## src/rtl/serial_parity_rx.sv

```systemverilog
// Bit-serial frame receiver: assembles DATA_W bits LSB-first plus a trailing parity bit,
// flags parity mismatches and keeps a saturating count of failed frames.
module serial_parity_rx #(
    parameter int DATA_W     = 8,
    parameter bit PARITY_ODD = 1'b0
) (
    input  logic              clk,
    input  logic              reset_n,
    input  logic              frame_start,
    input  logic              bit_valid,
    input  logic              bit_in,
    input  logic              err_clr,
    output logic [DATA_W-1:0] data_out,
    output logic              data_valid,
    output logic              parity_err,
    output logic              busy,
    output logic [7:0]        err_count
);

    localparam int CNT_W = $clog2(DATA_W) + 1;
    localparam logic [CNT_W-1:0] LAST_BIT = CNT_W'(DATA_W - 1);

    typedef enum logic [1:0] {
        ST_IDLE   = 2'd0,
        ST_DATA   = 2'd1,
        ST_PARITY = 2'd2
    } state_t;

    function automatic logic parity_check(input logic acc, input logic par_bit, input logic odd);
        return acc ^ par_bit ^ odd;
    endfunction

    state_t            state_r, state_n;
    logic [DATA_W-1:0] shift_r, shift_n;
    logic [CNT_W-1:0]  cnt_r, cnt_n;
    logic              acc_r, acc_n;
    logic              done_s;
    logic              check_s;
    logic [7:0]        err_count_n;

    logic [DATA_W-1:0] data_out_r;
    logic              data_valid_r;
    logic              parity_err_r;
    logic              busy_r;
    logic [7:0]        err_count_r;

    // Next-state and datapath next values; frame_start restarts from any state
    always_comb begin
        state_n = state_r;
        shift_n = shift_r;
        cnt_n   = cnt_r;
        acc_n   = acc_r;
        done_s  = 1'b0;
        check_s = parity_check(acc_r, bit_in, PARITY_ODD);
        if (frame_start) begin
            state_n = ST_DATA;
            shift_n = {DATA_W{1'b0}};
            cnt_n   = {CNT_W{1'b0}};
            acc_n   = 1'b0;
        end else begin
            case (state_r)
                ST_IDLE: begin
                    state_n = ST_IDLE;
                end
                ST_DATA: begin
                    if (bit_valid) begin
                        shift_n = {bit_in, shift_r[DATA_W-1:1]};
                        acc_n   = acc_r ^ bit_in;
                        cnt_n   = cnt_r + CNT_W'(1);
                        if (cnt_r == LAST_BIT) begin
                            state_n = ST_PARITY;
                        end else begin
                            state_n = ST_DATA;
                        end
                    end else begin
                        state_n = ST_DATA;
                    end
                end
                ST_PARITY: begin
                    if (bit_valid) begin
                        done_s  = 1'b1;
                        state_n = ST_IDLE;
                    end else begin
                        state_n = ST_PARITY;
                    end
                end
                default: begin
                    state_n = ST_IDLE;
                end
            endcase
        end
    end

    // Error counter: clear beats a same-cycle increment, increment saturates
    always_comb begin
        err_count_n = err_count_r;
        if (err_clr) begin
            err_count_n = 8'd0;
        end else if (done_s && check_s && (err_count_r != 8'hFF)) begin
            err_count_n = err_count_r + 8'd1;
        end else begin
            err_count_n = err_count_r;
        end
    end

    // Frame state registers
    always_ff @(posedge clk or negedge reset_n) begin
        if (!reset_n) begin
            state_r <= ST_IDLE;
            shift_r <= {DATA_W{1'b0}};
            cnt_r   <= {CNT_W{1'b0}};
            acc_r   <= 1'b0;
        end else begin
            state_r <= state_n;
            shift_r <= shift_n;
            cnt_r   <= cnt_n;
            acc_r   <= acc_n;
        end
    end

    // Output registers; word and flag only change when a frame completes
    always_ff @(posedge clk or negedge reset_n) begin
        if (!reset_n) begin
            data_out_r   <= {DATA_W{1'b0}};
            data_valid_r <= 1'b0;
            parity_err_r <= 1'b0;
            busy_r       <= 1'b0;
            err_count_r  <= 8'd0;
        end else begin
            data_valid_r <= done_s;
            busy_r       <= (state_n != ST_IDLE);
            err_count_r  <= err_count_n;
            if (done_s) begin
                data_out_r   <= shift_r;
                parity_err_r <= check_s;
            end
        end
    end

    assign data_out   = data_out_r;
    assign data_valid = data_valid_r;
    assign parity_err = parity_err_r;
    assign busy       = busy_r;
    assign err_count  = err_count_r;

endmodule
```

## config.mk

```make
export PLATFORM = sky130hd
export DESIGN_NAME = serial_parity_rx
export DESIGN_NICKNAME = d
export VERILOG_FILES = /design/src/rtl/serial_parity_rx.sv
export SDC_FILE = /design/constraint.sdc
export NUM_CORES = 1
export LEC_CHECK = 0
export ABC_AREA = 1
export BUFFER_PORTS_ARGS = -buffer_cell sky130_fd_sc_hd__buf_2
export CORE_MARGIN = 2
export CORE_UTILIZATION = 30
export CTS_CLUSTER_SIZE = 20
export DETAILED_ROUTE_END_ITERATION = 8
export PLACE_DENSITY_LB_ADDON = 0.12
export SETUP_SLACK_MARGIN = 0.4
export SLEW_MARGIN = 40
export SYNTH_ARGS = -nofsm -noshare
export SYNTH_HDL_FRONTEND = slang
export SYNTH_SLANG_ARGS = --single-unit
```

## constraint.sdc

```tcl
create_clock -name clk -period 1.5 [get_ports clk]
set_input_delay 0.15 -clock clk [delete_from_list [all_inputs] [get_ports clk]]
set_output_delay 0.15 -clock clk [all_outputs]
set_load 0.1 [all_outputs]
```

==> impl_metrics.py <==
metrics = {
    "detailed_routing": {
        "wl_per_cell_um": 12.5,
        "dr.pass1.iters": 4,
        "viasPerCell": 4.56,
        "drcViolationCount": 0,
        "vias": 1351,
        "drt_iter0_markers": 89,
        "drt.antenna.violating_nets": 0,
        "wl_mm": 3.70,
    },
    "floorplan": {
        "fp.dieArea_mm2": 0.00574,
        "die_h_um": 75.7,
        "die_x_um": 75.7,
        "num_rows": 26,
        "start_util": 0.306,
        "io-pin-count": 25,
        "core-area_mm2": 0.00504,
    },
    "layout": {
        "nets": 235,
        "fillers": 482,
        "area_delta_synth_final_pct": 57.9,
        "diodes": 0,
        "drive_gt1_frac": 0.491,
        "seqCellArea_um2": 882,
        "multi_input_area_um2": 805,
    },
    "worst_hold_path": {
        "hp-class": "input port to register",
        "hold_path_depth": 3,
        "hp-start": "frame_start",
        "min_to": "state_r[0]$_DFF_PN0_",
    },
    "timing": {
        "max_freq_ghz": 0.784,
        "setup_tns_ns": 0,
        "finalCritPeriodShare": 0.850,
        "finalMaxSlewViolations": 0,
        "relSlewSlack": 0.717,
        "hold_violations": 0,
        "timing.final.ws_setup_ns": 0.225,
        "setup_violations": 0,
        "worstMarginPinSlew_ns": 0.424,
        "fin_crit_ns": 1.27,
        "skew_ns": 0.00365,
        "rsz0062_at_grt": "yes",
    },
    "power": {
        "p_per_area_mw_per_mm2": 817,
        "p_leak_nw": 1.09,
        "ir_drop_v": 0.000528,
    },
    "clock_tree": {
        "cts.sinks": 34,
        "cts_root_buf": "clkbuf_8",
        "clk_latency_ns": 0.29,
        "clkTransAtPathRegs_ns": 0.07,
        "htree_num_levels": 2,
        "cts_buffers": 5,
        "clock_path_buffers": 2,
        "cts_tree": "yes",
    },
    "worst_setup_path": {
        "path_max_fanout": 5,
        "cp-end-kind": "register",
        "r2r-start": "state_r[0]$_DFF_PN0_",
        "r2r_end": "err_count[0]$_DFFE_PN0P_",
        "crit_required_ns": 1.68,
        "critical_path.max_stage_delay_ns": 0.40,
        "r2r_slack_ns": 0.23,
        "cp-start-kind": "register",
        "worstPathCellList": "inv_2 > ha_4 > nand3_4 > nor2_4 > nand2_4 > o21ai_1 > nor2_1",
        "cp_slowest_cell": "dfrtp_1",
        "crit_type": "register to register",
        "ff2ff_path_depth": 7,
        "cp.arrival_ns": 1.46,
    },
    "yosys": {
        "synth_cells": 175,
        "ys_types": 23,
        "ys_seq_area_frac": 0.551,
        "ys_ff_latch": 34,
        "synth_area_mm2": 0.00154,
        "yosysWarnings": 0,
        "synth_nets": 185,
        "avgSynthCellArea_um2": 8.82,
    },
    "placement": {
        "dp_slack_ns": 0.129,
        "place.gp.congestion": 0.762,
        "dpl.hpwl_mm": 2.25,
        "port_buffers": 24,
    },
    "grt": {
        "grt_util_met2": 0.212,
        "top_usage_layer": "met2",
        "grt_use_total": 0.133,
        "use_met3": 0.0437,
        "grt_use_met1": 0.167,
        "grt_pass1_vias": 1242,
        "grt_pass1_wl_mm": 5.62,
        "antenna_found_initial": 0,
        "grt_max_degree": 35,
        "grt_overflow": 0,
    },
    "run": {
        "cap_violations": 0,
    },
    "status": {
        "status": "completed",
    },
}
-- registers in the layout, indices dropped and copies added (netlist names) --
register / cells
data_valid: 1
err_count: 8
parity_err: 1
shift_r: 8
busy: 1
state_r: 2
data_out: 8
cnt_r: 4
acc_r: 1
-- metrics by stage --
stage               cell area, µm²  power [W]  utilization  instances  hold slack (ns)
global placement              1840    0.00111        0.365        269            0.125
floorplan                     1620    0.00105            -        175           -0.146
global route                  2440    0.00206        0.483        296            0.147
detailed placement            1840    0.00111        0.365        269            0.128
finish                        2440    0.00199        0.483        296            0.139
CTS                           2210    0.00198        0.439        290           0.0964
-- layout by cell type, fill, tap and decap left out --
master	netlist	routed
nand2_2	2	4
nand2_1	35	28
clkinv_2	0	2
ha_2	0	1
a21oi_1	6	3
nand2_8	0	1
nor3_1	1	1
o21ai_2	0	1
ha_4	0	3
buf_2	1	5
o21ai_1	10	10
nand3_2	0	3
xor2_1	2	2
dfrtp_2	0	13
buf_4	0	15
nor2_2	1	1
nand4_1	1	1
dfrtp_1	34	17
buf_12	0	5
clkbuf_8	0	5
dfrtp_4	0	4
o22ai_4	0	1
nand2_4	1	7
a21oi_2	0	3
inv_1	25	22
nor2_4	1	4
inv_2	2	3
dlygate4sd3_1	0	1
nor2_1	16	13
o22ai_2	0	8
nand3_1	17	14
o21bai_1	1	1
o22ai_1	10	1
bufinv_16	0	1
nand3_4	1	1
clkinv_4	1	1
o21ai_0	2	1
buf_6	0	17
inv_4	0	2
-- cells in the mapped netlist (all sizes together) --
library cell,instances,area share
a21oi,6,0.019
buf,2,0.0057
clkinv,1,0.0057
dfrtp,34,0.55
ha,4,0.032
inv,27,0.066
nand2,38,0.10
nand3,18,0.066
nand4,1,0.0041
nor2,18,0.050
nor3,1,0.0032
o21ai,12,0.039
o21bai,1,0.0049
o22ai,10,0.041
xor2,2,0.011
-- critical path, delay by kind of cell (launching register included) --
family	cells	cell delay, ns
DFF	1	0.40
buffers and inverters	1	0.07
and+or+nand+nor	4	0.40
adders and majority gates	1	0.16
AOI/OAI and AO/OA	1	0.13
-- area by class of cell --
cell class,instances,area share
well taps,70,0.0359
repair buffers,43,0.180
clock buffers,5,0.0282
flip-flops and latches,34,0.362
clock inverters,3,0.0164
inverters,28,0.0472
multi-input cells,113,0.330
-- where the power goes --
part,switching (W),internal [W]
registers,0.00000947,0.000932
logic,0.000146,0.0000691
clock network,0.000345,0.000489
total,0.000501,0.00149
-- worst max-delay path by stage --
stage                     cells past startpoint  slack (ns)                       end                startpoint
final                                         7        0.23  err_count[0]$_DFFE_PN0P_      state_r[0]$_DFF_PN0_
after global routing                          8        0.15  err_count[5]$_DFFE_PN0P_      state_r[0]$_DFF_PN0_
after CTS                                     7        0.20  err_count[0]$_DFFE_PN0P_      state_r[0]$_DFF_PN0_
after detailed placement                      8        0.13  err_count[7]$_DFFE_PN0P_      state_r[0]$_DFF_PN0_
after global placement                        8        0.16  err_count[7]$_DFFE_PN0P_      state_r[0]$_DFF_PN0_
after floorplan                               8        0.04  err_count[0]$_DFFE_PN0P_  err_count[1]$_DFFE_PN0P_
-- logic make-up (layout without fill, tap and decap cells) --
logic type,count (synthesis),count (layout),share of synthesized area
AND/OR/NAND/NOR,76,78,0.224
flip-flops,34,34,0.551
buffers and inverters,30,79,0.0770
AO/OA/AOI/OAI,29,29,0.104
adder cells (fa/ha/maj),4,4,0.0324
XOR/XNOR,2,2,0.0113
-- per-layer routing --
metal,vias up,routed length (µm)
li1,667,-
met1,654,1670
met2,26,1840
met3,4,150
met4,0,40
met5,-,0
-- what timing repair did --
item                       CTS  global route
setup endpoints to repair   49            47
setup buffers               11             5
hold endpoints to repair    34             0
hold buffers                 1             0
pin swaps                    5            14
gates cloned                 1             1
resized for setup           46            40
Note: power is estimated with default switching activity, not from simulation.
